## config.mk

```make
export PLATFORM = sky130hd
export DESIGN_NAME = sync_fifo
export DESIGN_NICKNAME = d
export VERILOG_FILES = /design/src/rtl/sync_fifo.sv
export SDC_FILE = /design/constraint.sdc
export NUM_CORES = 1
export LEC_CHECK = 0
export BUFFER_PORTS_ARGS = -buffer_cell sky130_fd_sc_hd__buf_2
export CAP_MARGIN = 20
export CORE_MARGIN = 2
export CORE_UTILIZATION = 50
export CTS_CLUSTER_SIZE = 16
export DETAILED_ROUTE_END_ITERATION = 8
export HOLD_SLACK_MARGIN = 0.06
export PLACE_DENSITY = 0.66
export RECOVER_POWER = 100
export SYNTH_ARGS = -nofsm -noshare
export SYNTH_HDL_FRONTEND = slang
export SYNTH_SLANG_ARGS = --single-unit
```

## constraint.sdc

```tcl
create_clock -name clk -period 3.35 [get_ports clk]
set_clock_uncertainty 0.2 [all_clocks]
set_input_delay 0.5025 -clock clk [delete_from_list [all_inputs] [get_ports clk]]
set_output_delay 0.5025 -clock clk [all_outputs]
set_load 0.01 [all_outputs]
```

## src/rtl/sync_fifo.sv

```systemverilog
// Single-clock first-word-fall-through FIFO with occupancy count and
// simultaneous push/pop; a pop while full frees the slot for a same-edge push.
module sync_fifo #(
  parameter int WIDTH = 64,
  parameter int DEPTH = 8,
  localparam int AW = $clog2(DEPTH),
  localparam int CW = $clog2(DEPTH) + 1
) (
  input  logic             clk,
  input  logic             rst_n,
  input  logic             i_push,
  input  logic [WIDTH-1:0] i_wdata,
  input  logic             i_pop,
  output logic [WIDTH-1:0] o_rdata,
  output logic [CW-1:0]    o_count,
  output logic             o_full,
  output logic             o_empty
);

  logic [WIDTH-1:0] r_mem [DEPTH];
  logic [AW-1:0]    r_wr_ptr;
  logic [AW-1:0]    r_rd_ptr;
  logic [CW-1:0]    r_count;
  logic             w_pop_ok;
  logic             w_push_ok;

  assign o_full    = (r_count == CW'(DEPTH));
  assign o_empty   = (r_count == {CW{1'b0}});
  assign w_pop_ok  = i_pop & ~o_empty;
  assign w_push_ok = i_push & (~o_full | w_pop_ok);
  assign o_rdata   = r_mem[r_rd_ptr];
  assign o_count   = r_count;

  // Storage, pointers (wrapping naturally at DEPTH) and occupancy.
  always_ff @(posedge clk or negedge rst_n) begin
    if (!rst_n) begin
      for (int i = 0; i < DEPTH; i++) begin
        r_mem[i] <= {WIDTH{1'b0}};
      end
      r_wr_ptr <= {AW{1'b0}};
      r_rd_ptr <= {AW{1'b0}};
      r_count  <= {CW{1'b0}};
    end else begin
      if (w_push_ok) begin
        r_mem[r_wr_ptr] <= i_wdata;
        r_wr_ptr        <= r_wr_ptr + AW'(1'b1);
      end
      if (w_pop_ok) begin
        r_rd_ptr <= r_rd_ptr + AW'(1'b1);
      end
      case ({w_push_ok, w_pop_ok})
        2'b10:   r_count <= r_count + CW'(1'b1);
        2'b01:   r_count <= r_count - CW'(1'b1);
        default: r_count <= r_count;
      endcase
    end
  end

endmodule

```

Word-level counts from Yosys, hierarchy flattened:

Cells that the tools add are included.

* bits in writable memories: 0
* register bits after elaboration: 522
* input bits: 68
* memories: 0
* output and inout port bits: 70
* logic and storage cells: 38
* memory bits (read-only): 0
* latch bits: 0

* reductions and logical operators: 3
* shifts and indexed selects: 0
* multipliers: 0
* $add $sub $neg: 4
* order comparisons: 3
* equal/unequal tests: 3
* muxes and demuxes: 7
* bitwise logic cells: 7
* divide/modulo/power cells: 0

Operator list (number)
* $bwmux W512: 1
* $bmux W64 S3: 1
* $demux W64 S3: 1
* $mux W64: 3
* $ge A4 B4 Y1 const B: 2
* $not A3 Y4: 2
* $pmux W4 S2: 1
* $add A3 B1 Y3 const B: 2
* $add A4 B1 Y4 const B: 1
* $eq A4 B4 Y1 const B: 1
* $logic_not A4 Y1: 1
* $lt A4 B1 Y1 const B: 1
* $sub A4 B1 Y4 const B: 1
* $and A1 B1 Y1: 2
* $eq A2 B1 Y1 const B: 1
* $eq A2 B2 Y1 const B: 1
* $not A1 Y1: 2
* $reduce_bool A2 Y1: 1
* $logic_and A1 B1 Y1: 1
* $or A1 B1 Y1: 1

Longest topological paths before layout:

Gate-level depths: netlist of the first run.

* depth in word-level cells: 7
* depth in mapped cells: 8

Worst setup path before layout of the first run:

Ideal clock, no wire load.

* path type: reg2reg
* from: register r_count[0] (netlist: o_count[0])
* to: register r_count[3] (netlist: o_count[3])
* buffers on the path: 1
* setup time: 0.134 ns
* cell stages (with the launch flop): 9
* data arrival time: 3.036 ns
* clock period less this slack: 3.369 ns
* setup slack: -0.019 ns
* path through: dfrtp_1 > or4b_4 > buf_6 > o21ai_0 > ha_1 > ha_1 > or4b_2 > o311ai_0 > o211ai_1

* word-level cells in the longest chain between the ends: 7
* elaborated cells between the ends (all ways): 13
* classes of those cells: 2 x add/sub; 3 x eq/ne; 1 x mux; 5 x bitwise; 2 x reduce/logical

Ends and longest elaborated chain
* from (decl): RTL line 23 `logic [CW-1:0] r_count;`
* from (signal assigned): RTL line 42 `r_count <= {CW{1'b0}};`
* from (signal assigned): RTL line 52 `2'b10: r_count <= r_count + CW'(1'b1);`
* from (signal assigned): RTL line 53 `2'b01: r_count <= r_count - CW'(1'b1);`
* $logic_not A4 Y1: RTL line 28 `assign o_empty = (r_count == {CW{1'b0}});`
* $not A1 Y1: RTL line 29 `assign w_pop_ok = i_pop & ~o_empty;`
* $and A1 B1 Y1: RTL line 29
* $or A1 B1 Y1: RTL line 30 `assign w_push_ok = i_push & (~o_full | w_pop_ok);`
* $and A1 B1 Y1: RTL line 30
* $eq A2 B1 Y1 / $eq A2 B2 Y1 (equally long branches): RTL line 51 `case ({w_push_ok, w_pop_ok})`
* $pmux W4 S2 / $reduce_bool A2 Y1 (equally long branches)

Parallel ways exist; a longest one is shown, timed or not.
A chain may end at the register's enable or synchronous reset.

Worst setup path after layout of the first run:

* from: register r_rd_ptr[1]
* to: output o_rdata[46]

* word-level cells in the longest chain between the ends: 4

Ends and longest elaborated chain
* from (decl): RTL line 22 `logic [AW-1:0] r_rd_ptr;`
* from (signal assigned): RTL line 41 `r_rd_ptr <= {AW{1'b0}};`
* from (signal assigned): RTL line 49 `r_rd_ptr <= r_rd_ptr + AW'(1'b1);`
* $not A3 Y4 (not written as such): RTL line 31 `assign o_rdata = r_mem[r_rd_ptr];`
* $bmux W64 S3: RTL line 31
* $mux W64 (not written as such) (2 in series): RTL line 31
* to (decl): RTL line 14 `output logic [WIDTH-1:0] o_rdata,`

No other way between the ends. The select of a mux whose other input is x is not followed.

==> flow_summary.toml, run 1 <==
[final_layout]
syn_to_final_growth_pct = 14.95
fill_cells = 3689
stdcell_count = 2236
fin_nets = 1660
final_common_cell = "mux2_2"
multiInputGateArea_um2 = 9837
layout-drive-gt1-share = 0.5412
utilization = 0.5834
final_cell_mix = "532 x mux2_2, 519 x dfrtp_1, 128 x mux4_2, 89 x buf_2, 69 x clkbuf_1"
seq_area_um2 = 13070

[setup_path]
required_ns = 2.65
cp_num_buf_inv = 2
path_cells = "clkbuf_4 -> mux4_2 -> mux2_2 -> buf_2"
crit_type = "reg2out"
cp_slowest_cell = "dfrtp_4"
ff2ff_setup_slack_ns = 0.13
cp_top_family = "flip-flops"
worst_path_largest_cell_delay_ns = 0.77
worstPathMaxFanout = 27
worst-endpoint-arrival_ns = 2.56
worstSetupStartpointType = "register"
endpoint_kind = "output pin"

[global_routing]
grt_pass1_vias = 14120
antenna_found_initial = 2
grt_pass1_wl_um = 81190
top_usage_layer = "met2"
use_met1 = 0.2953
gr-total-overflow = 0
grt.total_usage = 0.2114
grt_util_met3 = 0.03658
grt_max_degree = 101
use_met2 = 0.3487

[power]
irDropWorstVdd_uv = 507.5
power_density_nw_per_um2 = 1049
total_leakage_power_nw = 11.64

[detailed_routing]
vias = 12750
drtPass1Iterations = 6
vias_per_cell = 5.701
drt_iter0_drc = 689
ant_nets = 0
drc = 7
finalWirelength_um = 50240
avgRoutedWirePerCell_um = 22.47

[synth]
synthXorXnorAreaFrac = 0.002220
synth_edf_count = 0
synthFlopType = "dfrtp_1"
muxShareOfSynthArea = 0.3971
synth_top_family_by_area = "multiplexers"
synth_compound_area_frac = 0.01004
ys_seq_area_frac = 0.5517
synth_simple_gate_area_frac = 0.004756
synth-async-reset-ratio = 1.000
syn_inst = 1371
synth_seq_cells = 522
yosysWarningCount = 0
avgSynthCellArea_um2 = 17.27
synth_fa_ha_area_frac = 0.003488
synth.distinct_cells = 35
netlist_area_um2 = 23680
syn-num-nets = 1445

[sta]
max_freq_ghz = 0.3068
fin_hold_ws_ns = 0.09799
setup_tns_ns = 0
fin_crit_ns = 3.260
setup_viol = 0
worst_pin_slew_ns = 1.962
drv_slew = 69
grt_setup_unrepaired = "false"
worst_slack_ns = 0.09031
relSlewSlack = -0.3082
fin_crit_sh = 0.9730
hold_viol_final = 0

[placed_design]
pre_cts_ws_ns = 0.3344
place_inst = 2071
hpwl_um = 27970
io_buffers = 137
gp_congestion = 0.7085

[clocking]
clock_sinks = 522
cts_tree = "built"
cts_buffer_depth = 3
cts_resized = 0
insertion_delay_ns = 0.58
path_clk_slew_ns = 0.06
cts_made_buffers = 55
cts_root_buf = "clkbuf_16"
cts_max_level = 2

[status]
failed_checks = "DRC, capacitance limit, slew limit"
outcome = "finished with violations"

[floorplanning]
num_io_pins = 138
initial_core_util = 0.5075
die_area_um2 = 49110
die_height_um = 221.6
rows = 79
fp.dieW_um = 221.6
core_area_um2 = 46650

[run]
maxCapViolCount = 1

[hold_path]
hp-class = "in2reg"
## stage by stage
| stage | power (mW) | instance area, um^2 |
|---|---|---|
| after global placement | 22.84 | 25080 |
| after global routing | 30.35 | 27220 |
| final | 28.56 | 27220 |
| after floorplan | 19.71 | 23680 |
| after CTS | 29.22 | 27440 |
| after detailed placement | 23.25 | 25080 |
## synthesized netlist by cell type, drive strengths merged (2+ instances only)
cell	number	area (um^2)
clkbuf	25	153.9
nand3	2	10.01
buf	64	550.5
or4b	2	23.77
xnor2	5	43.79
o21ai	3	26.28
inv	6	22.52
a21oi	2	10.01
nor2b	3	18.77
o211ai	5	78.82
ha	5	62.56
mux2	578	6509
o2111ai	4	93.84
dfrtp	522	13060
nand2	5	18.77
nor3b	3	22.52
mux4	128	2883
## layout make-up
| type | count | share of cell area |
|---|---|---|
| Antenna cell | 1 | 0.00009195 |
| Inverter | 6 | 0.0008275 |
| Sequential cell | 522 | 0.4804 |
| Clock inverter | 8 | 0.002942 |
| Timing Repair Buffer | 247 | 0.06643 |
| Clock buffer | 91 | 0.05999 |
| Multi-Input combinational cell | 754 | 0.3614 |
| Tap cell | 607 | 0.02791 |
## flip-flops by register name, indices dropped and copies added (netlist names)
name	flops
o_count	4
r_mem	512
r_rd_ptr	3
r_wr_ptr	3
## worst min-delay path: cells and delay by family
kind / cells / cell delay, ns
compound gates: 1 / 0.11
xor+xnor: 1 / 0.07
buf+inv: 1 / 0.16
## path summary, 6_finish.rpt
check | from | endpoint | cells after the start
worst max-delay path | r_rd_ptr[1] | o_rdata[46] | 4
worst min register to register | r_mem[39] | r_mem[39] | 1
worst min-delay path | i_push | r_wr_ptr[2] | 3
worst max register to register | o_count[0] | r_mem[182] | 5
max in group asynchronous | rst_n | r_mem[109] | 3
min in group asynchronous | rst_n | r_mem[137] | 2
## cells by family after synthesis
logic type | count (synthesis)
compound gates | 17
simple gates | 18
flops | 522
fa+ha+maj | 6
buf+inv | 95
xor+xnor | 6
mux | 707
## per-layer routing
metal | up-vias | share of wire
li1 | 5606 | -
met1 | 6914 | 0.46
met2 | 164 | 0.49
met3 | 61 | 0.039
met4 | 2 | 0.017
met5 | - | 0.00032
## what timing repair did
| item | 4_1_cts | 5_1_grt |
|---|---|---|
| buffers inserted | 0 | 0 |
| endpoints found under the hold margin | 572 | 0 |
| hold buffers | 65 | 0 |
## where the power goes
part | total (mW) | leakage [nW] | switching, mW | internal, mW
clock network | 5.80 | 0.837 | 2.42 | 3.38
logic | 11.6 | 4.54 | 4.66 | 6.90
registers | 11.2 | 6.26 | 1.67 | 9.53
Note: power is estimated with default switching activity, not from simulation.
==> inputs of run 2 (changes only) <==
--- a/config.mk
+++ b/config.mk
@@ -8,12 +8,14 @@
 export BUFFER_PORTS_ARGS = -buffer_cell sky130_fd_sc_hd__buf_2
 export CAP_MARGIN = 20
 export CORE_MARGIN = 2
-export CORE_UTILIZATION = 50
+export CORE_UTILIZATION = 48
 export CTS_CLUSTER_SIZE = 16
 export DETAILED_ROUTE_END_ITERATION = 8
+export GPL_TIMING_DRIVEN = 0
 export HOLD_SLACK_MARGIN = 0.06
-export PLACE_DENSITY = 0.66
+export PLACE_DENSITY = 0.64
 export RECOVER_POWER = 100
+export REMOVE_ABC_BUFFERS = 1
 export SYNTH_ARGS = -nofsm -noshare
 export SYNTH_HDL_FRONTEND = slang
 export SYNTH_SLANG_ARGS = --single-unit
==> flow_summary.toml, run 2 (synthesis gave the netlist of run 1 again) <==
[final_layout]
seq_area_um2 = 13070
final_cell_mix = "540 x mux2_2, 519 x dfrtp_1, 136 x buf_2, 128 x mux4_2, 65 x dlygate4sd3_1"
regMostFlops = "r_mem"
fill_cells = 3826
multiInputGateArea_um2 = 9912
largest_reg_flops = 512
syn_to_final_growth_pct = 19.49
final_common_cell = "mux2_2"
fin_nets = 1673
layout-drive-gt1-share = 0.5849
diodes = 0

[clocking]
cts_tree = "built"
path_clk_slew_ns = 0.06
clock_sinks = 522
cts_max_level = 2
cts_root_buf = "clkbuf_16"
insertion_delay_ns = 0.60
cts_buffer_depth = 3
cts_made_buffers = 56

[setup_path]
worstPathMaxFanout = 17
reg2reg_from = "o_count[2]"
worstRegToRegCells = 6
cp-startpoint = "o_count[2]"
crit_type = "reg2reg"
worst-endpoint-arrival_ns = 3.53
required_ns = 3.63
worstSetupStartpointType = "register"
cp-endpoint = "r_mem[88]"
worstReg2RegEnd = "r_mem[88]"
ff2ff_setup_slack_ns = 0.11
endpoint_kind = "register"

[placed_design]
gp_congestion = 0.7027
io_buffers = 137
hpwl_um = 30740
pre_cts_ws_ns = -0.2599

[global_routing]
grt.total_usage = 0.2124
grt_pass1_vias = 14070
antenna_found_initial = 3
grt_max_degree = 129
grt_pass1_wl_um = 82750
gr-total-overflow = 0

[power]
comb_power_share = 0.419
p_int_mw = 20.76
total_leakage_power_nw = 12.19
switchingPower_mw = 9.107
p_sw_frac = 0.3049
seqPwrFrac = 0.376
clockPowerShare = 0.205
power_density_nw_per_um2 = 1056
irDropWorstVdd_uv = 489.6

[detailed_routing]
drtPass1Iterations = 4
drc = 0
vias = 12880
avgRoutedWirePerCell_um = 22.75
ant_nets = 0
drt_iter0_drc = 617
vias_per_cell = 5.585
finalWirelength_um = 52490

[sta]
relSlewSlack = 0.3411
fin_crit_sh = 0.9677
setup_viol = 0
worst_slack_ns = 0.1082
hold_viol_final = 0
fin_crit_ns = 3.242
drv_slew = 0
worst_pin_slew_ns = 0.9879
max_freq_ghz = 0.3085
fin_hold_ws_ns = 0.1161

[floorplanning]
initial_core_util = 0.4847
core_area_um2 = 48850
die_height_um = 226.1
num_io_pins = 138
rows = 81
fp.dieW_um = 226.1
die_area_um2 = 51120

[status]
outcome = "complete, no violations"

[hold_path]
hp-class = "in2reg"

[run]
maxCapViolCount = 0
[run 2: area by class of cell]
| class | instances | share of cell area |
|---|---|---|
| Sequential cell | 522 | 0.4621 |
| Multi-Input combinational cell | 754 | 0.3504 |
| Timing Repair Buffer | 259 | 0.09318 |
| Clock buffer | 85 | 0.05692 |
| Tap cell | 664 | 0.02937 |
| Clock inverter | 17 | 0.007253 |
| Inverter | 6 | 0.0007961 |
[run 2: repair_timing]
item / 4_1_cts / 5_1_grt
setup buffers: 8 / 3
endpoints found under the hold margin: 587 / 0
endpoints found under the setup margin: 65 / 144
pin swaps: 0 / 1
hold buffers: 65 / 0
gates resized for setup: 4 / 2
cloned: 4 / 3
[run 2: how the worst min path moves through the flow]
stage	start	endpoint	slack, ns	cells after the start
after floorplan	rst_n	o_count[0]	0.007	0
after global placement	r_mem[378]	r_mem[378]	0.27	1
after detailed placement	r_mem[263]	r_mem[263]	0.28	1
after CTS	i_push	r_wr_ptr[0]	0.08	3
after global routing	i_push	r_wr_ptr[2]	0.13	3
final	i_push	r_wr_ptr[0]	0.12	3
[run 2: power by group through the flow]
stage | logic, mW | clock network [mW] | registers [mW]
2_1_floorplan | 8.28 | 0 | 11.1
3_3_place_gp | 10.1 | 0 | 11.6
3_5_place_dp | 11.9 | 0 | 11.5
4_1_cts | 12.7 | 6.29 | 11.2
5_1_grt | 13.5 | 6.56 | 11.6
6_report | 12.5 | 6.12 | 11.2
[run 2: per-stage QoR]
stage	cells	cell area (um^2)	power [mW]	TNS, ns	utilization
2_1_floorplan	1282	22970	19.40	-243.35	-
3_3_place_gp	2083	24490	21.69	-5602.71	0.5013
3_5_place_dp	2122	25500	23.48	-3.973	0.5220
4_1_cts	2301	28190	30.19	0	0.5771
5_1_grt	2307	28290	31.71	-0.005546	0.5791
6_report	2307	28290	29.87	0	0.5791
[run 2: critical path, cell delays in order (launching register included)]
cell,delay (ns)
dfrtp_1,0.46
or4b_4,0.62
buf_4,0.21
o2111ai_4,0.79
buf_12,0.28
buf_16,0.19
mux2_2,0.35
[run 2: layer usage]
metal	vias to the layer above	GRT usage	share of wire
met5	-	0	0.00072
met1	6997	0.3051	0.47
li1	5645	-	-
met4	6	0.04457	0.015
met3	59	0.03695	0.035
met2	177	0.3422	0.48
